[src/rtl/spi_slave_regs.sv]
// SPI mode-0 slave that bridges a byte-framed command/data protocol onto a simple
// register bus: byte 0 selects read/write and a start address, later bytes stream data.
module spi_slave_regs #(
  parameter int unsigned ADDR_W = 7
) (
  input  logic              clk,
  input  logic              rst,
  input  logic              spi_reset,
  input  logic              spi_read,
  input  logic              spi_write,
  input  logic              mosi,
  output logic              miso,
  output logic [ADDR_W-1:0] reg_addr,
  output logic [7:0]        reg_wdata,
  output logic              reg_we,
  output logic              reg_re,
  input  logic [7:0]        reg_rdata
);

  typedef enum logic [1:0] {
    ST_IDLE  = 2'd0,
    ST_CMD   = 2'd1,
    ST_WDATA = 2'd2,
    ST_RDATA = 2'd3
  } state_e;

  state_e              state_q, state_d;
  logic [2:0]          bit_cnt_q, bit_cnt_d;
  logic [7:0]          rx_q, rx_d;
  logic [7:0]          tx_q, tx_d;
  logic                miso_q, miso_d;
  logic [ADDR_W-1:0]   addr_q, addr_d;
  logic [7:0]          wdata_q, wdata_d;
  logic                we_q, we_d;
  logic                re_q, re_d;
  logic                re_pend_q, re_pend_d;
  logic                load_q, load_d;
  logic                inc_pend_q, inc_pend_d;
  logic [7:0]          rx_next;

  // Next-state and datapath: spi_reset pre-empts everything, IDLE ignores bit strobes.
  always_comb begin
    state_d    = state_q;
    bit_cnt_d  = bit_cnt_q;
    rx_d       = rx_q;
    tx_d       = tx_q;
    miso_d     = miso_q;
    addr_d     = addr_q;
    wdata_d    = wdata_q;
    we_d       = 1'b0;
    re_d       = 1'b0;
    re_pend_d  = 1'b0;
    load_d     = re_q;
    inc_pend_d = 1'b0;
    rx_next    = {rx_q[6:0], mosi};

    if (spi_reset) begin
      state_d   = ST_CMD;
      bit_cnt_d = 3'd0;
      rx_d      = 8'd0;
      tx_d      = 8'd0;
      miso_d    = 1'b0;
      load_d    = 1'b0;
    end else if (state_q != ST_IDLE) begin
      if (inc_pend_q) addr_d = addr_q + ADDR_W'(1);
      if (re_pend_q)  re_d   = 1'b1;

      if (spi_write) begin
        if (state_q == ST_RDATA) begin
          miso_d = tx_q[7];
          tx_d   = {tx_q[6:0], 1'b0};
        end else begin
          miso_d = 1'b0;
        end
      end
      // Read data lands one clock after reg_re; SPI pacing keeps it clear of shifts.
      if (load_q) tx_d = reg_rdata;

      if (spi_read) begin
        rx_d      = rx_next;
        bit_cnt_d = bit_cnt_q + 3'd1;
        if (bit_cnt_q == 3'd7) begin
          unique case (state_q)
            ST_CMD: begin
              addr_d    = rx_next[ADDR_W-1:0];
              state_d   = rx_next[7] ? ST_RDATA : ST_WDATA;
              re_pend_d = rx_next[7];
            end
            ST_WDATA: begin
              we_d       = 1'b1;
              wdata_d    = rx_next;
              inc_pend_d = 1'b1;
            end
            ST_RDATA: begin
              addr_d    = addr_q + ADDR_W'(1);
              re_pend_d = 1'b1;
            end
            default: ;
          endcase
        end
      end
    end
  end

  always_ff @(posedge clk) begin
    if (rst) begin
      state_q    <= ST_IDLE;
      bit_cnt_q  <= 3'd0;
      rx_q       <= 8'd0;
      tx_q       <= 8'd0;
      miso_q     <= 1'b0;
      addr_q     <= '0;
      wdata_q    <= 8'd0;
      we_q       <= 1'b0;
      re_q       <= 1'b0;
      re_pend_q  <= 1'b0;
      load_q     <= 1'b0;
      inc_pend_q <= 1'b0;
    end else begin
      state_q    <= state_d;
      bit_cnt_q  <= bit_cnt_d;
      rx_q       <= rx_d;
      tx_q       <= tx_d;
      miso_q     <= miso_d;
      addr_q     <= addr_d;
      wdata_q    <= wdata_d;
      we_q       <= we_d;
      re_q       <= re_d;
      re_pend_q  <= re_pend_d;
      load_q     <= load_d;
      inc_pend_q <= inc_pend_d;
    end
  end

  assign miso      = miso_q;
  assign reg_addr  = addr_q;
  assign reg_wdata = wdata_q;
  assign reg_we    = we_q;
  assign reg_re    = re_q;

endmodule

[config.mk]
export PLATFORM = sky130hd
export DESIGN_NAME = spi_slave_regs
export DESIGN_NICKNAME = d
export VERILOG_FILES = /design/src/rtl/spi_slave_regs.sv
export SDC_FILE = /design/constraint.sdc
export NUM_CORES = 1
export LEC_CHECK = 0
export ABC_AREA = 1
export BUFFER_PORTS_ARGS = -buffer_cell sky130_fd_sc_hd__buf_4
export CAP_MARGIN = 10
export CORE_ASPECT_RATIO = 1.1
export CORE_UTILIZATION = 40
export CTS_BUF_LIST = sky130_fd_sc_hd__clkbuf_8
export DETAILED_ROUTE_END_ITERATION = 12
export HOLD_SLACK_MARGIN = 0.03
export PLACE_DENSITY_LB_ADDON = 0.25
export SLEW_MARGIN = 20
export SYNTH_ARGS = -nofsm -noshare
export SYNTH_HDL_FRONTEND = slang
export SYNTH_SLANG_ARGS = --single-unit
[constraint.sdc]
create_clock -name clk -period 1.7 [get_ports clk]
set_clock_uncertainty 0.15 [all_clocks]
set_input_delay 0.17 -clock clk [delete_from_list [all_inputs] [get_ports clk]]
set_output_delay 0.17 -clock clk [all_outputs]
set_load 0.01 [all_outputs]
# Word-level counts from Yosys, hierarchy flattened
# Cells that the tools add are included.
[totals] register_bits=40 word_cells=56
[classes] add_sub_neg=2 n_eq_ne=4 muxes=17 bitwise_logic=4 n_reduce_logical=17
[op_table] operator="$mux 8" count=3
[op_table] operator="$mux 7" count=3
[op_table] operator="$pmux 7 s2" count=1
[op_table] operator="$reduce_bool 2->1" count=7
[op_table] operator="$mux 1" count=9
[op_table] operator="$reduce_and 4->1" count=2
[op_table] operator="$add 7x1->7 const B" count=1
[op_table] operator="$reduce_and 2->1" count=3
[op_table] operator="$reduce_and 5->1" count=1
[op_table] operator="$reduce_or 5->1" count=1
[op_table] operator="$eq 2x2->1 const B" count=2
[op_table] operator="$not 1->1" count=4
[op_table] operator="$add 3x1->3 const B" count=1
[op_table] operator="$eq 3x3->1 const B" count=1
[op_table] operator="$reduce_and 3->1" count=1
[op_table] operator="$reduce_or 3->1" count=1
[op_table] operator="$eq 2x1->1 const B" count=1
[op_table] operator="$pmux 1 s2" count=1
[op_table] operator="$reduce_or 2->1" count=1

# Depth between registers and ports, before layout
# Gate-level depths: netlist of run 1.
[depth] ltp_word=6 depth_mapped=9 ltp_nobuf=9

# Least setup slack after synthesis of run 1
# No wires, ideal clock.
[synth_path] kind="register -> register" start="register bit_cnt_q[0]" end="register addr_q[5], in the netlist reg_addr[5]" setup_time_ns=0.070 t_arrival_ns=1.313 setup_slack_ns=0.167 stages_incl_launch_ff=10 n_path_buf=0 period_less_slack_ns=1.533 path_cell_list="dfxtp_1 -> ha_1 -> ha_1 -> nand3_1 -> nand2_1 -> inv_1 -> nand3_1 -> nand2_1 -> inv_1 -> a21oi_1"
[synth_between] elab_chain_cells=3
[synth_rtl] element="start: declaration" line="28" rtl="logic [2:0] bit_cnt_q, bit_cnt_d;"
[synth_rtl] element="start signal: assignment" line="121" rtl="bit_cnt_q <= bit_cnt_d;"
[synth_rtl] element="$eq 3x3->1" line="82" rtl="if (bit_cnt_q == 3'd7) begin"
[synth_rtl] element="$mux 7" line="82"
[synth_rtl] element="$mux 7" line="79" rtl="if (spi_read) begin"
[synth_rtl] element="end signal: assignment" line="125" rtl="addr_q <= addr_d;"
[synth_rtl] element="end: declaration" line="32" rtl="logic [ADDR_W-1:0] addr_q, addr_d;"
# No other way between the ends.
# A chain may end at the register's enable or synchronous reset.

# Worst setup path after layout of run 1
[layout_path] start="register bit_cnt_q[0]" end="register addr_q[2], in the netlist reg_addr[2]"
# Same word-level chain as after synthesis.

==> results of run 1 <==
==> worst max-delay path: cells and delay by family (launching register included) <==
kind | cells | cell delay (ns)
DFF | 1 | 0.36
adders and majority gates | 2 | 0.34
and+or+nand+nor | 3 | 0.25
buffers and inverters | 1 | 0.18
AOI/OAI and AO/OA | 2 | 0.18
==> registers in the layout, indices dropped and copies added, names as in the netlist, 2 cells and up <==
| signal | flops |
|---|---|
| rx_q | 7 |
| state_q | 2 |
| reg_addr | 7 |
| reg_wdata | 8 |
| tx_q | 8 |
| bit_cnt_q | 3 |
==> placed cells by master (no fill, tap or decap) <==
| master | n |
|---|---|
| o211ai_1 | 1 |
| nand3_2 | 1 |
| a211oi_1 | 1 |
| clkbuf_8 | 7 |
| o21ai_2 | 2 |
| nor2_4 | 2 |
| nand3_4 | 1 |
| dlygate4sd3_1 | 8 |
| nor2_1 | 21 |
| nand2_2 | 2 |
| inv_2 | 4 |
| clkinv_1 | 1 |
| o21bai_1 | 2 |
| dfxtp_1 | 40 |
| buf_4 | 40 |
| a21oi_1 | 24 |
| xor2_1 | 3 |
| a31oi_1 | 8 |
| o21ai_1 | 4 |
| bufinv_16 | 1 |
| o21ai_0 | 31 |
| nand3_1 | 14 |
| ha_1 | 2 |
| ha_2 | 1 |
| inv_1 | 28 |
| nand2_1 | 54 |
| nor3_1 | 2 |
| o21a_1 | 2 |
==> through the flow <==
step | util | instances | setup WS [ns] | hold WS (ns) | total power [mW]
6_report | 0.547 | 361 | 0.126 | 0.0379 | 1.98
5_1_grt | 0.547 | 361 | -0.0209 | 0.0644 | 2.08
4_1_cts | 0.544 | 361 | 0.000410 | 0.0403 | 2.00
3_5_place_dp | 0.497 | 345 | 0.0305 | 0.243 | 1.15
3_3_place_gp | 0.497 | 345 | 0.0923 | 0.242 | 1.15
2_1_floorplan | - | 259 | 0.167 | 0.0891 | 1.08
==> path summary, 6_finish.rpt <==
kind	from	endpoint
min	mosi	reg_wdata[0]$_SDFFE_PP0P_
max reg2reg	bit_cnt_q[0]$_SDFFE_PP0P_	reg_addr[2]$_SDFFE_PP0P_
max	bit_cnt_q[0]$_SDFFE_PP0P_	reg_addr[2]$_SDFFE_PP0P_
min reg2reg	re_pend_q$_SDFF_PP0_	reg_re$_SDFF_PP0_
==> what timing repair did <==
action                                 4_1_cts  5_1_grt
hold buffers                                 8        0
setup endpoints to repair                    0        8
endpoints found under the hold margin       10        0
resized for setup                            0        6
==> area by class of cell <==
cell class                      count  area (um2)  share of cell area
Multi-Input combinational cell    178         898               0.375
Sequential cell                    40         801               0.334
Timing Repair Buffer               48         380               0.159
Inverter                           33         124              0.0517
Clock buffer                        7        96.3              0.0402
Tap cell                           54        67.6              0.0282
Clock inverter                      1        30.0              0.0125
==> routing by layer <==
metal / wire length (um) / share of wire / vias to the layer above
li1: - / - / 941
met1: 2050 / 0.48 / 792
met2: 2040 / 0.48 / 31
met3: 139 / 0.032 / 5
met4: 60 / 0.014 / 0
met5: 0 / 0 / -
==> power breakdown <==
part / switching [mW] / internal [mW] / total (mW)
clock network: 0.324 / 0.518 / 0.842
registers: 0.0206 / 0.954 / 0.974
logic: 0.0895 / 0.0774 / 0.167
total: 0.435 / 1.55 / 1.98
==> logic make-up (layout without fill, tap and decap cells) <==
| group | Yosys count | count (layout) | synth area share |
|---|---|---|---|
| XOR/XNOR | 3 | 3 | 0.0141 |
| AND/OR/NAND/NOR | 97 | 97 | 0.221 |
| AO/OA/AOI/OAI | 75 | 75 | 0.219 |
| flip-flops | 40 | 40 | 0.430 |
| buffers and inverters | 41 | 89 | 0.0954 |
| adder cells (fa/ha/maj) | 3 | 3 | 0.0202 |
==> flow_summary.toml, run 1 <==
[route]
antenna_left = 0
wl_per_cell_um = 11.9
first_pass_iters = 4
drtIter0Drc = 154
vias = 1769
wl_um = 4290
via_per_inst = 4.90
drcViolationCount = 0

[pwr]
p_per_area_mw_per_mm2 = 827
p_leak_nw = 0.999
ir_worst_vdd_mv = 0.601

[global_route]
grt_pass1_vias = 1637
gr-usage-met1 = 0.243
grt_util_all_layers = 0.197
overflow = 0
grt_pass1_wl_um = 7310
busiest_layer = "met2"
antenna_found_initial = 0
grtUsageMet2 = 0.328
grt_max_degree = 16
use_met3 = 0.0497

[job]
cap_violations = 0

[synth]
syn_nets = 276
ys_seq_area_frac = 0.430
post-synth-top-count-cell = "nand2_1"
yosysTopAreaCellShare = 0.430
yosys-top-cells-area = "dfxtp_1, nand2_1, o21ai_0"
yosys.cell_types.count = 26
synthesis.instances = 259
syn_area_mm2 = 0.00186
async_flop_share = 0
synth_edf_count = 0
synth_common_cells = "nand2_1, dfxtp_1, o21ai_0"
synth_flop_cell = "dfxtp_1"
synth-seq-cells = 40
yosys.area.top_type = "dfxtp_1"
ys.warnings.count = 0
syn-mean-instance-area_um2 = 7.19

[worst_setup_path]
critical_path_required_ns = 1.73
reg2reg_setup_slack_ns = 0.13
slowest_delay_ns = 0.36
worstRegToRegCells = 8
path_class = "reg2reg"
critical_path.slowest_cell = "dfxtp_1"
cp-start-kind = "flop"
path_max_fanout = 6
critPathMostFrequentCell = "a21oi_1"
arrival_ns = 1.61
worstSetupEndpointType = "flop"
cp_cell_sequence = "ha_1 -> ha_2 -> nand3_2 -> buf_4 -> nand3_1 -> nand2_1 -> a21oi_1 -> a21oi_1"

[finish]
final_nets = 323
design_area_mm2 = 0.00240
drive_above_1_share = 0.199
area_growth_pct = 28.8
antenna_cells = 0
fillers = 428

[floorplan]
dieArea_mm2 = 0.00493
start_util = 0.425
die_w_um = 67.1
io_pins = 32
die_h_um = 73.6
core_area_mm2 = 0.00438
fp-row-count = 25

[clock_tree]
cts_tree = "done"
clock_latency_ns = 0.29
cts_inserted_buffers = 5
cts-root-buf = "clkbuf_8"
cts_max_path_buffers = 2
htreeDepth = 2
clkSinkCount = 40
postCtsSetupBuffers = 0
clk_pin_slew_ns = 0.08

[sta]
finalSetupViolCount = 0
fmax_mhz = 635
fin_tns_setup_ns = 0
slew_headroom = 0.759
post-route-min-period_ns = 1.57
worstMarginPinSlew_ns = 0.362
finalMaxSlewViolations = 0
grt_setup_unrepaired = "true"
hold_viol = 0
fin_crit_sh = 0.926

[min_path]
holdPathStages = 3
hold_class = "in2reg"

[place]
place_area_mm2 = 0.00218
routabilityCongestion = 0.851
dp_hpwl_um = 3070
port_buffers = 31

[outcome]
status = "complete, no violations"
Note: power is estimated with default switching activity, not from simulation.
==> inputs of run 2 (changes only) <==
==> constraint.sdc (replaced) <==
create_clock -name clk -period 1.5 [get_ports clk]
set_clock_uncertainty 0.15 [all_clocks]
set_input_delay 0.15 -clock clk [delete_from_list [all_inputs] [get_ports clk]]
set_output_delay 0.15 -clock clk [all_outputs]
set_load 0.01 [all_outputs]
==> flow_summary.toml, run 2 (same netlist as run 1, synthesis figures left out) <==
[sta]
fin_crit_sh = 0.974
finalMaxSlewViolations = 0
hold_viol = 0
post-route-min-period_ns = 1.46
fmax_mhz = 684
slew_headroom = 0.740
worstMarginPinSlew_ns = 0.389
grt_setup_unrepaired = "true"
finalSetupViolCount = 0

[worst_setup_path]
critical_path_required_ns = 1.56
path_max_fanout = 14
arrival_ns = 1.53
path_class = "in2reg"
cp-start-kind = "primary input"
worstSetupEndpointType = "flop"

[finish]
area_growth_pct = 41.3
drive_above_1_share = 0.283
fillers = 422
antenna_cells = 0
postLayoutCoreUtil = 0.601
final_nets = 341
design_area_mm2 = 0.00263
mostFrequentLayoutCells = "nand2_1, buf_4, dfxtp_1, inv_1, o21ai_0"

[route]
drcViolationCount = 0
drtIter0Drc = 125
via_per_inst = 5.10
vias = 1932
wl_um = 4750
antenna_left = 0
wl_per_cell_um = 12.5
first_pass_iters = 4

[clock_tree]
htreeDepth = 2
clk_pin_slew_ns = 0.08
clock_latency_ns = 0.29
cts-root-buf = "clkbuf_8"
cts_max_path_buffers = 2
cts_tree = "done"
clkSinkCount = 40
cts_inserted_buffers = 5

[place]
dp_hpwl_um = 3190
routabilityCongestion = 0.836
place_area_mm2 = 0.00227
port_buffers = 31

[floorplan]
die_w_um = 67.1
die_h_um = 73.6
core_area_mm2 = 0.00438
fp-row-count = 25
io_pins = 32
start_util = 0.425
dieArea_mm2 = 0.00493

[global_route]
antenna_found_initial = 0
grt_max_degree = 15
grt_util_all_layers = 0.205
overflow = 0
grt_pass1_vias = 1780
gr-usage-met1 = 0.245
use_met3 = 0.0435
grtUsageMet2 = 0.347
grt_pass1_wl_um = 7630
busiest_layer = "met2"

[pwr]
ir_worst_vdd_mv = 0.612
p_leak_nw = 1.08
combPwrFrac = 0.108
pwr-share-seq = 0.542
switching_share = 0.241
switchingPower_uw = 493
p_per_area_mw_per_mm2 = 777
p_total_mw = 2.04
p_int_mw = 1.55
clkPwrFrac = 0.349

[job]
cap_violations = 0

[min_path]
hold_class = "in2reg"

[outcome]
status = "complete, no violations"
-- run 2: cell count changes in the layout (fill, tap and decap cells not counted), moves of 4 or more --
cell | previous run | this run
dfxtp_2 | 0 | 4
o21ai_1 | 4 | 8
buf_4 | 40 | 51
o21ai_0 | 31 | 27
dfxtp_1 | 40 | 35
-- run 2: area by class of cell --
cell class | instances | area (um2) | share of cell area
Multi-Input combinational cell | 179 | 997 | 0.379
Timing Repair Buffer | 65 | 537 | 0.204
Inverter | 33 | 129 | 0.0490
Tap cell | 54 | 67.6 | 0.0257
Clock buffer | 6 | 82.6 | 0.0314
Sequential cell | 40 | 810 | 0.308
Clock inverter | 2 | 7.51 | 0.00285
-- run 2: repair_timing --
| item | in CTS | in global routing |
|---|---|---|
| setup buffers | 3 | 3 |
| pin swaps | 2 | 6 |
| cloned | 1 | 0 |
| endpoints found under the hold margin | 12 | 0 |
| gates resized for setup | 4 | 32 |
| hold buffers | 10 | 0 |
| endpoints found under the setup margin | 10 | 24 |
-- run 2: worst max-delay path: stages --
cell and delay, ns:
dlygate4sd3_1 0.56, buf_4 0.17, inv_1 0.30, o21ai_0 0.18, a31oi_1 0.17
-- run 2: metrics by stage --
stage          setup slack, ns  TNS, ns  hold slack [ns]  cells
2_1_floorplan          -0.0127  -0.0127           0.0691    259
3_3_place_gp           -0.0343  -0.0695            0.229    354
3_5_place_dp           -0.0616   -0.190            0.226    354
4_1_cts                -0.0188  -0.0700           0.0697    376
5_1_grt                -0.0259   -0.118           0.0994    379
6_report                0.0385        0           0.0781    379
-- run 2: power by group through the flow --
stage | sequential, mW | clock, mW | combinational, mW
after floorplan | 1.13 | 0 | 0.0982
after global placement | 1.13 | 0 | 0.182
after detailed placement | 1.13 | 0 | 0.184
after CTS | 1.10 | 0.736 | 0.206
after global routing | 1.11 | 0.770 | 0.243
final | 1.11 | 0.714 | 0.221
-- run 2: final timing paths --
kind	cells after the start	slack, ns	startpoint	endpoint
worst max-delay path	5	0.04	rst	reg_addr[0]$_SDFFE_PP0P_
worst min-delay path	3	0.08	spi_reset	state_q[0]$_SDFFE_PP0P_
worst max register to register	8	0.05	bit_cnt_q[1]$_SDFFE_PP0P_	reg_addr[2]$_SDFFE_PP0P_
worst min register to register	2	0.29	re_pend_q$_SDFF_PP0_	reg_re$_SDFF_PP0_
-- run 2: routing by layer --
metal | wire length, um | vias up
met5 | 0 | -
met1 | 2040 | 880
met3 | 223 | 9
met2 | 2400 | 62
met4 | 85 | 0
li1 | - | 981
